<file path="src/rtl/eightbit_restoring_divider.sv">
// Unsigned restoring divider: one quotient bit per clock, MSB first.
// Results appear on quotient/remainder only when the operation completes.
module eightbit_restoring_divider #(
  parameter int DATA_W = 8
) (
  input  logic              clk,
  input  logic              reset,
  input  logic              start,
  input  logic [DATA_W-1:0] dividend,
  input  logic [DATA_W-1:0] divisor,
  output logic              busy,
  output logic              done,
  output logic [DATA_W-1:0] quotient,
  output logic [DATA_W-1:0] remainder,
  output logic              divzero
);

  localparam int CNT_W = $clog2(DATA_W);

  typedef enum logic [1:0] {
    IDLE = 2'd0,
    RUN  = 2'd1,
    DONE = 2'd2
  } state_t;

  state_t state;
  state_t state_nxt;

  logic [CNT_W-1:0]  cnt;
  logic [DATA_W-1:0] dvd_q;
  logic [DATA_W-1:0] dvs_q;
  logic [DATA_W-1:0] prem_q;

  logic [DATA_W:0]   trial;
  logic [DATA_W+1:0] sum;
  logic              ge;
  logic [DATA_W-1:0] prem_nxt;
  logic [DATA_W-1:0] quo_nxt;
  logic              accept;
  logic              last;
  logic              unused_sum_msb;

  // P + ~D + 1 over a 9-bit minuend; bit DATA_W+1 is the carry-out,
  // which is set exactly when P >= D.
  function automatic logic [DATA_W+1:0] sub_carry(
    input logic [DATA_W:0]   p,
    input logic [DATA_W-1:0] d
  );
    logic [DATA_W:0] dn;
    dn = ~{1'b0, d};
    return {1'b0, p} + {1'b0, dn} + {{(DATA_W+1){1'b0}}, 1'b1};
  endfunction

  assign accept = (state == IDLE) && start;
  assign last   = (state == RUN) && (cnt == CNT_W'(DATA_W - 1));

  always_comb begin
    trial    = {prem_q, dvd_q[DATA_W-1]};
    sum      = sub_carry(trial, dvs_q);
    ge       = sum[DATA_W+1];
    // After a successful subtract the difference is below the divisor,
    // and after a failed one the trial value is; either fits DATA_W bits.
    prem_nxt = ge ? sum[DATA_W-1:0] : trial[DATA_W-1:0];
    quo_nxt  = {dvd_q[DATA_W-2:0], ge};
  end

  assign unused_sum_msb = sum[DATA_W] ^ trial[DATA_W];

  always_comb begin
    state_nxt = state;
    busy      = 1'b0;
    done      = 1'b0;
    case (state)
      IDLE: begin
        if (start) begin
          state_nxt = (divisor == '0) ? DONE : RUN;
        end
      end
      RUN: begin
        busy = 1'b1;
        if (last) begin
          state_nxt = DONE;
        end
      end
      DONE: begin
        busy      = 1'b1;
        done      = 1'b1;
        state_nxt = IDLE;
      end
      default: state_nxt = IDLE;
    endcase
  end

  always_ff @(posedge clk) begin
    if (reset) begin
      state <= IDLE;
    end else begin
      state <= state_nxt;
    end
  end

  always_ff @(posedge clk) begin
    if (reset) begin
      cnt       <= '0;
      divzero   <= 1'b0;
      quotient  <= '0;
      remainder <= '0;
    end else if (accept) begin
      cnt     <= '0;
      divzero <= (divisor == '0);
      if (divisor == '0) begin
        quotient  <= '1;
        remainder <= dividend;
      end
    end else if (state == RUN) begin
      cnt <= cnt + 1'b1;
      if (last) begin
        quotient  <= quo_nxt;
        remainder <= prem_nxt;
      end
    end
  end

  // Working registers: the dividend register shifts out dividend bits
  // and shifts in quotient bits, so it holds the quotient at the end.
  always_ff @(posedge clk) begin
    if (accept) begin
      dvd_q  <= dividend;
      dvs_q  <= divisor;
      prem_q <= '0;
    end else if (state == RUN) begin
      dvd_q  <= quo_nxt;
      prem_q <= prem_nxt;
    end
  end

endmodule
</file>
<file path="config.mk">
export PLATFORM = sky130hd
export DESIGN_NAME = eightbit_restoring_divider
export DESIGN_NICKNAME = d
export VERILOG_FILES = /design/src/rtl/eightbit_restoring_divider.sv
export SDC_FILE = /design/constraint.sdc
export NUM_CORES = 1
export LEC_CHECK = 0
export BUFFER_PORTS_ARGS = -buffer_cell sky130_fd_sc_hd__buf_2
export CAP_MARGIN = 0
export CELL_PAD_IN_SITES_DETAIL_PLACEMENT = 0
export CELL_PAD_IN_SITES_GLOBAL_PLACEMENT = 2
export CORE_ASPECT_RATIO = 1.4
export CORE_MARGIN = 2
export CORE_UTILIZATION = 34
export DETAILED_ROUTE_END_ITERATION = 16
export PLACE_DENSITY_LB_ADDON = 0.1
export SYNTH_ARGS = -nofsm -noshare
export SYNTH_HDL_FRONTEND = slang
export SYNTH_SLANG_ARGS = --single-unit
</file>
<file path="constraint.sdc">
create_clock -name clk -period 2.3 [get_ports clk]
set_input_delay 0.345 -clock clk [delete_from_list [all_inputs] [get_ports clk]]
set_output_delay 0.345 -clock clk [all_outputs]
set_load 0.01 [all_outputs]
</file>
After elaboration in Yosys (flattened, before gate mapping)
Index checks and enable logic that the tools add are counted.
{ "word_totals": {"regBits": 46, "latchBits": 0, "mem_bits_rw": 0, "romBits": 0, "input_bits": 19, "output_inout_bits": 19, "wordCells": 45, "memories": 0} }
{ "op_classes": {"n_addsub": 3, "n_mul": 0, "div": 0, "n_lt_le_gt_ge": 0, "eq_ne": 6, "shift": 0, "muxes": 17, "bitwise": 1, "reduce_logical": 10} }
{ "op_table": {"columns": ["operator", "count"], "rows": [
  ["$mux 8", 11],
  ["$add 10x1->10 const B", 1],
  ["$add 9x9->10", 1],
  ["$not 8->9", 1],
  ["$logic_not 8->1", 1],
  ["$mux 2", 3],
  ["$ne 2x2->1 const B", 2],
  ["$pmux 2 s2", 1],
  ["$reduce_bool 2->1", 2],
  ["$reduce_or 2->1", 2],
  ["$add 3x1->3 const B", 1],
  ["$eq 3x3->1 const B", 1],
  ["$reduce_and 3->1", 1],
  ["$eq 2x1->1 const B", 1],
  ["$eq 2x2->1 const B", 1],
  ["$logic_and 1x1->1", 2],
  ["$logic_not 2->1", 1],
  ["$mux 1", 2],
  ["$ne 2x1->1 const B", 1],
  ["$reduce_and 2->1", 1]
]} }

Depth between registers and ports, before layout
Gate-level depths: netlist (run 1).
{ "depth": {"depth_word": 7, "ltp_mapped": 9, "depth_no_buf": 8} }

Worst setup path before layout (run 1)
Ideal clock, no wire load.
{ "synth_path": {"kind": "flip-flop to flip-flop", "from": "register dvs_q[6]", "to": "register remainder[6]", "setup_time_ns": 0.101, "arrival_ns": 1.859, "required_ns": 2.199, "setup_slack_ns": 0.341, "stages_incl_launch_ff": 8, "n_path_buf": 0, "synth_period_minus_slack_ns": 1.959, "cell_sequence": "edfxtp_1 inv_1 ha_1 a21o_1 a221oi_4 and3_1 a311oi_1 o41ai_1"} }
{ "synth_via": {"elab_chain_cells": 7} }
{ "synth_lines": {"columns": ["item", "line", "rtl"], "rows": [
  ["start, declared", "31", "logic [DATA_W-1:0] dvs_q;"],
  ["start signal, assigned", "129", "dvs_q <= divisor;"],
  ["$not 8->9", "50", "dn = ~{1'b0, d};"],
  ["$add 9x9->10", "51", "return {1'b0, p} + {1'b0, dn} + {{(DATA_W+1){1'b0}}, 1'b1};"],
  ["$add 10x1->10", "51", null],
  ["$mux 8", "63", "prem_nxt = ge ? sum[DATA_W-1:0] : trial[DATA_W-1:0];"],
  ["$mux 8", "117", "if (last) begin"],
  ["$mux 8", "115", "end else if (state == RUN) begin"],
  ["$mux 8", "108", "end else if (accept) begin"],
  ["end signal, assigned", "113", "remainder <= dividend;"],
  ["end signal, assigned", "119", "remainder <= prem_nxt;"],
  ["end, declared", "14", "output logic [DATA_W-1:0] remainder,"]
]} }
Every way passes these cells. The select of a mux whose other input is x is not followed.
A chain may end at the register's enable or synchronous reset.

Final worst setup path (run 1)
{ "layout_path": {"from": "register dvs_q[6]", "to": "register remainder[3]"} }
The elaborated chain is that of the path after synthesis.

==> metrics.csv, run 1 <==
metric,value,unit
dr.pass1.iters,4,
synth_ff_type,dfxtp_1,
grt.overflow.total,0,
post-place-ws,91.6,ps
p_seq_share,42.3,%
cts_hold_buf,0,
cts_buffers,5,
crit_required,2470,ps
crit_path_cell_trace,"inv_1, ha_1, a21o_1, a221oi_4, buf_4, a211oi_2, nor3_1, o41ai_1",
drtIter0Drc,84,
power.static_leakage,1.24,nW
max_cap_violations,0,
syn_area,2370,um^2
start_kind,flip-flop,
p_comb_share,32.5,%
first_global_vias,2053,
drive_gt1_share,22.0,%
h-tree-depth,2,
clockBufferDepth,2,
outcome,completed,
worst-setup-path-type,flip-flop to flip-flop,
pin_count,38,
clkPwrFrac,25.2,%
end_kind,flip-flop,
final-seq-area,1080,um^2
grt_setup_unrepaired,yes,
ant_nets,0,
cp_max_fo,8,
min_period,2190,ps
antennaDiodeCount,0,
fin_ws,110,ps
critPathBufInv,2,
remaining_drc_errors,0,
finalClockSkew,10.3,ps
hold_viol,0,
die_w,74.6,um
clock.fmax,457,MHz
max_slew_margin,66.1,%
maxSlewViolCount,0,
coreArea,6850,um^2
power_density,827,nW/um^2
cts_sinks,46,
layout_commonest_cell,buf_2,
internal_power,1.59,mW
critPathArrivalTime,2360,ps
fin_crit_sh,95.2,%
rows,36,
layout.nets,336,
nFillCells,753,
synth_cells,258,
clk_latency,290,ps
port_buffers,37,
cts_root_buffer,clkbuf_8,
synth_edf_count,16,
worst_pin_slew,509,ps
multiInputGateArea,1230,um^2
cts.clk_slew.worst_paths,90,ps
netlist-cell-type-count,49,
swShare,32.9,%
cp_slowest_cell,a221oi_4,
grt_max_degree,31,
place_hpwl,4.95,mm
fin_area,2870,um^2
syn_nets,291,
synth_area_per_cell,9.19,um^2
cts_tree,done,
post-route-util,41.8,%
synth-async-reset-ratio,0,%
post_drt_wl_per_cell,16.1,um
hp-class,input pin to flip-flop,
ys.warnings.count,0,
dieHeight,103,um
dr_total_vias,2029,
dieArea,7660,um^2
synth.yosys.seq_area_share,45.6,%
syn2layout_area_growth,20.9,%
final_cell_mix,"buf_2 (37), dfxtp_1 (30), nand2_1 (29)",
path_delay_family,compound AO/OA/AOI/OAI gates,
grt.total_usage,18.2,%
start_util,34.6,%
p_switching,779,uW
setup_viol,0,
antenna_found_initial,0,
gp_congestion,0.815,
irDropWorstVdd,0.453,mV
grt_pass1_wl,10.4,mm
yosys_register_bits,46,
max_stage_delay,410,ps
place_area,2710,um^2
routed_wl,6.40,mm
drt-vias-per-instance,5.09,
synthesized netlist by cell type (2+ instances only):
| master | instances | area (um^2) |
|---|---|---|
| inv_1 | 13 | 48.8 |
| o41ai_1 | 5 | 43.8 |
| edfxtp_1 | 16 | 480 |
| a21o_1 | 2 | 15.0 |
| or3_1 | 5 | 31.3 |
| mux2i_1 | 3 | 30.0 |
| ha_1 | 13 | 163 |
| o21ai_0 | 12 | 60.1 |
| clkbuf_1 | 10 | 37.5 |
| o21a_1 | 3 | 22.5 |
| nand3_1 | 2 | 10.0 |
| a21oi_1 | 14 | 70.1 |
| nand3b_1 | 8 | 60.1 |
| nor2b_1 | 2 | 12.5 |
| a211oi_1 | 3 | 22.5 |
| a32oi_1 | 2 | 17.5 |
| o211ai_1 | 3 | 22.5 |
| nor2_1 | 28 | 105 |
| dfxtp_1 | 30 | 601 |
| nor3_1 | 15 | 75.1 |
| a311oi_1 | 2 | 17.5 |
| nand2_1 | 29 | 109 |
| and3_1 | 4 | 25.0 |
| nor4_1 | 2 | 12.5 |
| nand2b_1 | 8 | 50.1 |
worst paths after layout:
kind,startpoint,to,slack (ps),depth (start not counted)
max,dvs_q[6],remainder[3],110,8
min,divisor[3],dvs_q[3],240,1
max reg2reg,dvs_q[6],remainder[3],110,8
min reg2reg,divzero,divzero,490,2
power groups by stage:
stage | Combinational (mW) | Clock [mW] | Sequential, mW
final | 0.770 | 0.597 | 1.00
after global routing | 0.861 | 0.643 | 1.01
after CTS | 0.729 | 0.623 | 1.00
after detailed placement | 0.724 | 0 | 1.02
after global placement | 0.727 | 0 | 1.02
after floorplan | 0.504 | 0 | 0.998
cell families (layout without fill, tap and decap cells):
| logic type | count (synthesis) | after routing | share of synthesized area (%) |
|---|---|---|---|
| AO/OA/AOI/OAI | 60 | 60 | 18.3 |
| XOR/XNOR | 2 | 2 | 0.739 |
| adder cells (fa/ha/maj) | 14 | 14 | 7.71 |
| buffers and inverters | 25 | 71 | 4.01 |
| flip-flops | 46 | 46 | 45.6 |
| multiplexers | 3 | 3 | 1.27 |
| AND/OR/NAND/NOR | 108 | 108 | 22.4 |
final cells by class:
cell class | count | share of cell area [%]
Clock buffer | 7 | 2.66
Inverter | 13 | 1.70
Tap cell | 95 | 4.15
Timing Repair Buffer | 50 | 9.87
Multi-Input combinational cell | 187 | 42.8
Clock inverter | 1 | 1.05
Sequential cell | 46 | 37.7
routing by layer:
layer	track usage (%)	wire, um	up-vias
met3	2.64	141	14
met5	0	0	-
met1	21.9	2820	948
met2	31.6	3220	39
li1	-	-	1028
met4	8.24	227	0
state kept, by name (all words and copies together) (netlist names):
signal and cells:
dvd_q 8, prem_q 8, quotient 8, remainder 8, dvs_q 8, state 2, divzero 1, cnt 3
timing repair:
action,4_1_cts,5_1_grt
setup buffers,0,2
setup endpoints to repair,0,4
resized for setup,0,7
worst register-to-register path, stage by stage, from the launching register on:
cell and delay, ps:
edfxtp_1 330, inv_1 40, ha_1 380, a21o_1 260, a221oi_4 410, buf_4 190, a211oi_2 70, nor3_1 260
o41ai_1 120
through the flow:
step | power [mW] | instances | setup TNS, ps | hold slack (ps)
after floorplan | 1.50 | 258 | 0 | 444
after global placement | 1.75 | 389 | 0 | 463
after detailed placement | 1.75 | 389 | 0 | 475
after CTS | 2.36 | 397 | 0 | 228
after global routing | 2.52 | 399 | -0.0777 | 223
final | 2.37 | 399 | 0 | 237
No activity file was read; power rests on OpenSTA's default activity.
==> run 2, diff against run 1 <==
--- a/config.mk
+++ b/config.mk
@@ -6,14 +6,13 @@
 export NUM_CORES = 1
 export LEC_CHECK = 0
 export BUFFER_PORTS_ARGS = -buffer_cell sky130_fd_sc_hd__buf_2
-export CAP_MARGIN = 0
 export CELL_PAD_IN_SITES_DETAIL_PLACEMENT = 0
 export CELL_PAD_IN_SITES_GLOBAL_PLACEMENT = 2
 export CORE_ASPECT_RATIO = 1.4
 export CORE_MARGIN = 2
 export CORE_UTILIZATION = 34
 export DETAILED_ROUTE_END_ITERATION = 16
-export PLACE_DENSITY_LB_ADDON = 0.1
+export PLACE_DENSITY = 0.77
 export SYNTH_ARGS = -nofsm -noshare
 export SYNTH_HDL_FRONTEND = slang
 export SYNTH_SLANG_ARGS = --single-unit
==> metrics.csv, run 2 (synthesis results as in run 1) <==
metric,value,unit,change
outcome,completed,,unchanged
cp_slowest_cell,a221oi_4,,unchanged
post_drt_wl_per_cell,15.6,um,was 16.1 um
critPathArrivalTime,2370,ps,was 2360 ps
cp_max_fo,8,,unchanged
place_hpwl,4.75,mm,was 4.95 mm
hp-class,input pin to flip-flop,,unchanged
cts_buffers,5,,unchanged
grt_max_degree,31,,unchanged
routed_wl,6.24,mm,was 6.40 mm
cts_sinks,46,,unchanged
total_power,2.50,mW,was 2.37 mW
use_met1,21.6,%,was 21.9%
layout_commonest_cell,buf_2,,unchanged
fin_area,2910,um^2,was 2870 um^2
hold_viol,0,,unchanged
min_period,2180,ps,was 2190 ps
grt_pass1_wl,9.91,mm,was 10.4 mm
fin_cells,399,,unchanged
irDropWorstVdd,0.338,mV,was 0.453 mV
die_w,74.6,um,unchanged
crit_path_cell_trace,"inv_1, ha_2, a21o_4, a221oi_4, buf_4, a211oi_1, o21ai_0, a21oi_1",,"was inv_1, ha_1, a21o_1, a221oi_4, buf_4, a211oi_2, nor3_1, o41ai_1"
maxSlewViolCount,0,,unchanged
ant_nets,0,,unchanged
coreArea,6850,um^2,unchanged
grt.total_usage,17.2,%,was 18.2%
post-place-ws,-8.76,ps,was 91.6 ps
dr_total_vias,2056,,was 2029
grt_util_met2,29.1,%,was 31.6%
worst_pin_slew,522,ps,was 509 ps
drt-vias-per-instance,5.15,,was 5.09
rows,36,,unchanged
fin_ws,116,ps,was 110 ps
critPathBufInv,2,,unchanged
remaining_drc_errors,0,,unchanged
final_cell_mix,"buf_2 (37), dfxtp_1 (30), nand2_1 (28), nor2_1 (28), edfxtp_1 (16)",,"was buf_2 (37), dfxtp_1 (30), nand2_1 (29)"
antenna_found_initial,0,,unchanged
max_slew_margin,65.2,%,was 66.1%
finalClockSkew,7.70,ps,was 10.3 ps
grt_setup_unrepaired,yes,,unchanged
fin_hold_ws,230,ps,was 237 ps
dieHeight,103,um,unchanged
antennaDiodeCount,0,,unchanged
clk_latency,300,ps,was 290 ps
power.static_leakage,1.25,nW,was 1.24 nW
final-seq-area,1080,um^2,unchanged
dieArea,7660,um^2,unchanged
clockBufferDepth,2,,unchanged
busiest_layer,met2,,unchanged
max_cap_violations,0,,unchanged
syn2layout_area_growth,22.9,%,was 20.9%
pin_count,38,,unchanged
multiInputGateArea,1240,um^2,was 1230 um^2
cts_hold_buf,0,,unchanged
crit_required,2490,ps,was 2470 ps
cts.clk_slew.worst_paths,90,ps,about the same
fin_crit_sh,94.9,%,was 95.2%
layout.nets,336,,unchanged
setup_viol,0,,unchanged
grt.overflow.total,0,,unchanged
h-tree-depth,2,,unchanged
dr.pass1.iters,4,,unchanged
place_area,2700,um^2,was 2710 um^2
met3_usage,2.64,%,unchanged
dp.cells,388,,was 389
cts_tree,done,,unchanged
gp_congestion,0.835,,was 0.815
power_density,859,nW/um^2,was 827 nW/um^2
clock.fmax,458,MHz,was 457 MHz
end_kind,flip-flop,,unchanged
path_delay_family,compound AO/OA/AOI/OAI gates,,unchanged
drtIter0Drc,96,,was 84
max_stage_delay,430,ps,was 410 ps
cts_root_buffer,clkbuf_8,,unchanged
tns,0,ps,unchanged
start_util,34.6,%,unchanged
drive_gt1_share,23.0,%,was 22.0%
port_buffers,37,,unchanged
start_kind,flip-flop,,unchanged
nFillCells,720,,was 753
post-route-util,42.5,%,was 41.8%
worst-setup-path-type,flip-flop to flip-flop,,unchanged
first_global_vias,1954,,was 2053
[run 2: final timing paths]
check	from	slack [ps]	endpoint	cells after the start
max	dvs_q[6]	120	prem_q[3]	8
min	divisor[1]	230	dvs_q[1]	1
max reg2reg	dvs_q[6]	120	prem_q[3]	8
min reg2reg	divzero	490	divzero	2
[run 2: cell type report]
cell class	instances	share of cell area, %
clock buffers	6	2.84
clock inverters	2	2.06
inverters	13	1.68
multi-input cells	187	42.5
flip-flops and latches	46	37.1
well taps	95	4.08
repair buffers	50	9.71
[run 2: power breakdown]
group | internal, mW | switching (mW) | leakage [nW] | total [mW]
sequential | 0.945 | 0.0577 | 0.398 | 1.00
combinational | 0.316 | 0.440 | 0.781 | 0.757
clock | 0.464 | 0.279 | 0.0714 | 0.742
total | 1.72 | 0.777 | 1.25 | 2.50
[run 2: what timing repair did]
| action | CTS | global route |
|---|---|---|
| pin swaps | 1 | 3 |
| resized for setup | 1 | 8 |
| cloned | 0 | 0 |
| setup endpoints to repair | 4 | 8 |
| endpoints found under the hold margin | 0 | 0 |
| buffers inserted | 1 | 2 |
[run 2: metal layers]
metal | wire length (um) | up-vias
met3 | 260 | 15
met5 | 0 | -
met4 | 159 | 0
met1 | 2730 | 962
met2 | 3090 | 56
li1 | - | 1023
==> run 3, diff against run 2 <==
--- a/config.mk
+++ b/config.mk
@@ -5,14 +5,15 @@
 export SDC_FILE = /design/constraint.sdc
 export NUM_CORES = 1
 export LEC_CHECK = 0
+export ABC_AREA = 1
 export BUFFER_PORTS_ARGS = -buffer_cell sky130_fd_sc_hd__buf_2
 export CELL_PAD_IN_SITES_DETAIL_PLACEMENT = 0
 export CELL_PAD_IN_SITES_GLOBAL_PLACEMENT = 2
 export CORE_ASPECT_RATIO = 1.4
 export CORE_MARGIN = 2
-export CORE_UTILIZATION = 34
+export CORE_UTILIZATION = 33
 export DETAILED_ROUTE_END_ITERATION = 16
-export PLACE_DENSITY = 0.77
+export PLACE_DENSITY = 0.78
 export SYNTH_ARGS = -nofsm -noshare
 export SYNTH_HDL_FRONTEND = slang
 export SYNTH_SLANG_ARGS = --single-unit
==> metrics.csv, run 3 <==
metric,value,unit,change
synth_area_leader_cell,dfxtp_1,,unchanged
setup_viol,0,,unchanged
antennaDiodeCount,0,,unchanged
irDropWorstVdd,0.387,mV,was 0.338 mV
worst_pin_slew,598,ps,was 522 ps
netlist-cell-type-count,31,,was 49
grt_setup_unrepaired,no,,was yes
hold-path-cell-count,1,,unchanged
synth_cells,310,,was 258
finalClockSkew,5.38,ps,was 7.70 ps
path_common_cell,nand2_1,,
start_kind,flip-flop,,unchanged
drive_gt1_share,18.5,%,was 23.0%
grt.total_usage,16.0,%,was 17.2%
fin_cells,448,,was 399
coreArea,7310,um^2,was 6850 um^2
cts_root_buffer,clkbuf_8,,unchanged
met3_usage,2.38,%,was 2.64%
dr_total_vias,2053,,was 2056
drtIter0Drc,53,,was 96
port_buffers,37,,unchanged
synth_compound_area_share,9.73,%,was 18.3%
dieArea,8200,um^2,was 7660 um^2
h-tree-depth,2,,unchanged
synth_simple_gate_area_share,27.2,%,was 22.4%
syn2layout_area_growth,15.3,%,was 22.9%
tns,0,ps,unchanged
max_stage_delay,370,ps,was 430 ps
hold_viol,0,,unchanged
synth_area_leaders,"dfxtp_1 (24%), edfxtp_1 (19%), nand2_1 (11%), inv_1 (7.9%), ha_1 (6.6%)",,"was dfxtp_1 (25%), edfxtp_1 (20%), ha_1 (6.9%), nand2_1 (4.6%), nor2_1 (4.4%)"
busiest_layer,met2,,unchanged
dieHeight,106,um,was 103 um
r2r_setup_slack,320,ps,was 120 ps
grt_max_degree,30,,was 31
fin_crit_sh,86.1,%,was 94.9%
dp.cells,440,,was 388
ys_top_cells_by_count,"nand2_1 (75), inv_1 (52), dfxtp_1 (30), nand3_1 (27), o21ai_0 (21)",,"was dfxtp_1 (30), nand2_1 (29), nor2_1 (28), edfxtp_1 (16), nor3_1 (15)"
die_w,77.1,um,was 74.6 um
min_period,1980,ps,was 2180 ps
max_slew_margin,60.0,%,was 65.2%
cts.clk_slew.worst_paths,90,ps,about the same
clockBufferDepth,2,,unchanged
gp_congestion,0.791,,was 0.835
dr.pass1.iters,4,,unchanged
synth.yosys.seq_area_share,43.8,%,was 45.6%
clock.fmax,505,MHz,was 458 MHz
cts_tree,done,,unchanged
cts_sinks,46,,unchanged
grt_util_met2,29.7,%,was 29.1%
layout.nets,383,,was 336
yosysMostFrequentCell,nand2_1,,was dfxtp_1
remaining_drc_errors,0,,unchanged
cp_max_fo,10,,was 8
yosysTopAreaCellShare,24.3,%,was 25.3%
grt.overflow.total,0,,unchanged
ys.warnings.count,0,,unchanged
ant_nets,0,,unchanged
synthMuxAreaShare,0,%,was 1.27%
synth-xor-area-share,1.42,%,was 0.739%
cts_buffers,5,,unchanged
cts-resized-gates,0,,was 1
routed_wl,6.00,mm,was 6.24 mm
syn_nets,343,,was 291
synth_ff_type,dfxtp_1,,unchanged
fin_ws,319,ps,was 116 ps
grt_pass1_wl,10.2,mm,was 9.91 mm
cp_slowest_cell,edfxtp_1,,was a221oi_4
worst-setup-path-type,flip-flop to flip-flop,,unchanged
start_util,33.7,%,was 34.6%
pin_count,38,,unchanged
crit_required,2480,ps,was 2490 ps
antenna_found_initial,0,,unchanged
post_cts.repair.setup_buffers,0,,was 1
critPathArrivalTime,2160,ps,was 2370 ps
max_cap_violations,0,,unchanged
first_global_vias,2097,,was 1954
place_hpwl,4.60,mm,was 4.75 mm
clk_latency,300,ps,about the same
rows,37,,was 36
synth_edf_count,16,,unchanged
power.static_leakage,1.49,nW,was 1.25 nW
power_density,831,nW/um^2,was 859 nW/um^2
final_cell_mix,"nand2_1 (75), inv_1 (52), buf_2 (37)",,"was buf_2 (37), dfxtp_1 (30), nand2_1 (28), nor2_1 (28), edfxtp_1 (16)"
layout_commonest_cell,nand2_1,,was buf_2
rr_worst_depth,12,,was 8
synth-async-reset-ratio,0,%,unchanged
crit_path_cell_trace,"inv_1, ha_1, nand2_2, inv_1, nand2_1, nand2_1, nand2_2, nand3_4, nand2_1, nand3_1, nand2_1, a21oi_1",,"was inv_1, ha_2, a21o_4, a221oi_4, buf_4, a211oi_1, o21ai_0, a21oi_1"
hp-class,input pin to flip-flop,,unchanged
drt-vias-per-instance,4.58,,was 5.15
post-place-ws,287,ps,was -8.76 ps
outcome,completed,,unchanged
end_kind,flip-flop,,unchanged
post-route-util,38.9,%,was 42.5%
synth_top_family_by_area,simple AND/OR/NAND/NOR gates,,unchanged
cts_hold_buf,0,,unchanged
post_drt_wl_per_cell,13.4,um,was 15.6 um
synthAdderAreaFrac,7.40,%,was 7.71%
synth_area_per_cell,7.96,um^2,was 9.19 um^2
use_met1,17.7,%,was 21.6%
maxSlewViolCount,0,,unchanged
syn_area,2470,um^2,was 2370 um^2
yosys_register_bits,46,,unchanged
-- run 3: cell count changes after synthesis, moves of 5 or more --
cell / delta
nand2_1: +46
inv_1: +39
nor2_1: -12
clkbuf_1: -8
nor3_1: -15
nand3_1: +25
o21ai_0: +9
nand3b_1: -8
nand4_1: +9
or3_1: -5
nand2b_1: -8
o41ai_1: -5
-- run 3: logic make-up after synthesis --
family / count (synthesis)
AO/OA/AOI/OAI: 42
XOR/XNOR: 4
adder cells (fa/ha/maj): 14
buffers and inverters: 62
flip-flops: 46
AND/OR/NAND/NOR: 142
-- run 3: final timing paths --
kind	endpoint	from
setup / recovery	remainder[5]	dvs_q[3]
hold / removal	dvs_q[0]	divisor[0]
setup reg to reg	remainder[5]	dvs_q[3]
hold reg to reg	cnt[1]	cnt[1]
-- run 3: layer usage --
metal  wire (um)  vias to the layer above
li1            -                     1089
met1        2520                      922
met2        3130                       31
met3         164                       11
met4         187                        0
met5           0                        -
-- run 3: power breakdown --
group | internal [mW] | leakage, nW | switching [mW] | total, mW
registers | 0.963 | 0.398 | 0.0509 | 1.01
clock network | 0.242 | 0.0472 | 0.276 | 0.518
logic | 0.286 | 1.05 | 0.546 | 0.832
-- run 3: final cells by class --
type	count	area, um^2
fill	842	4470
multi-input combinational	202	1130
sequential	46	1080
timing repair buffer	41	215
inverter	54	203
tap	97	121
clock buffer	6	82.6
clock inverter	2	12.5
-- run 3: critical path, delay by kind of cell (launching register included) --
family | cells | cell delay [ps]
adders and majority gates | 1 | 280
AOI/OAI and AO/OA | 1 | 60
DFF | 1 | 370
and+or+nand+nor | 8 | 1030
buffers and inverters | 2 | 130
-- run 3: metrics by stage --
step	instance area, um^2	hold WS (ps)	total power, mW
floorplan	2470	414	1.64
global placement	2750	454	1.88
detailed placement	2750	462	1.87
CTS	2850	224	2.40
global route	2850	217	2.55
finish	2850	232	2.36
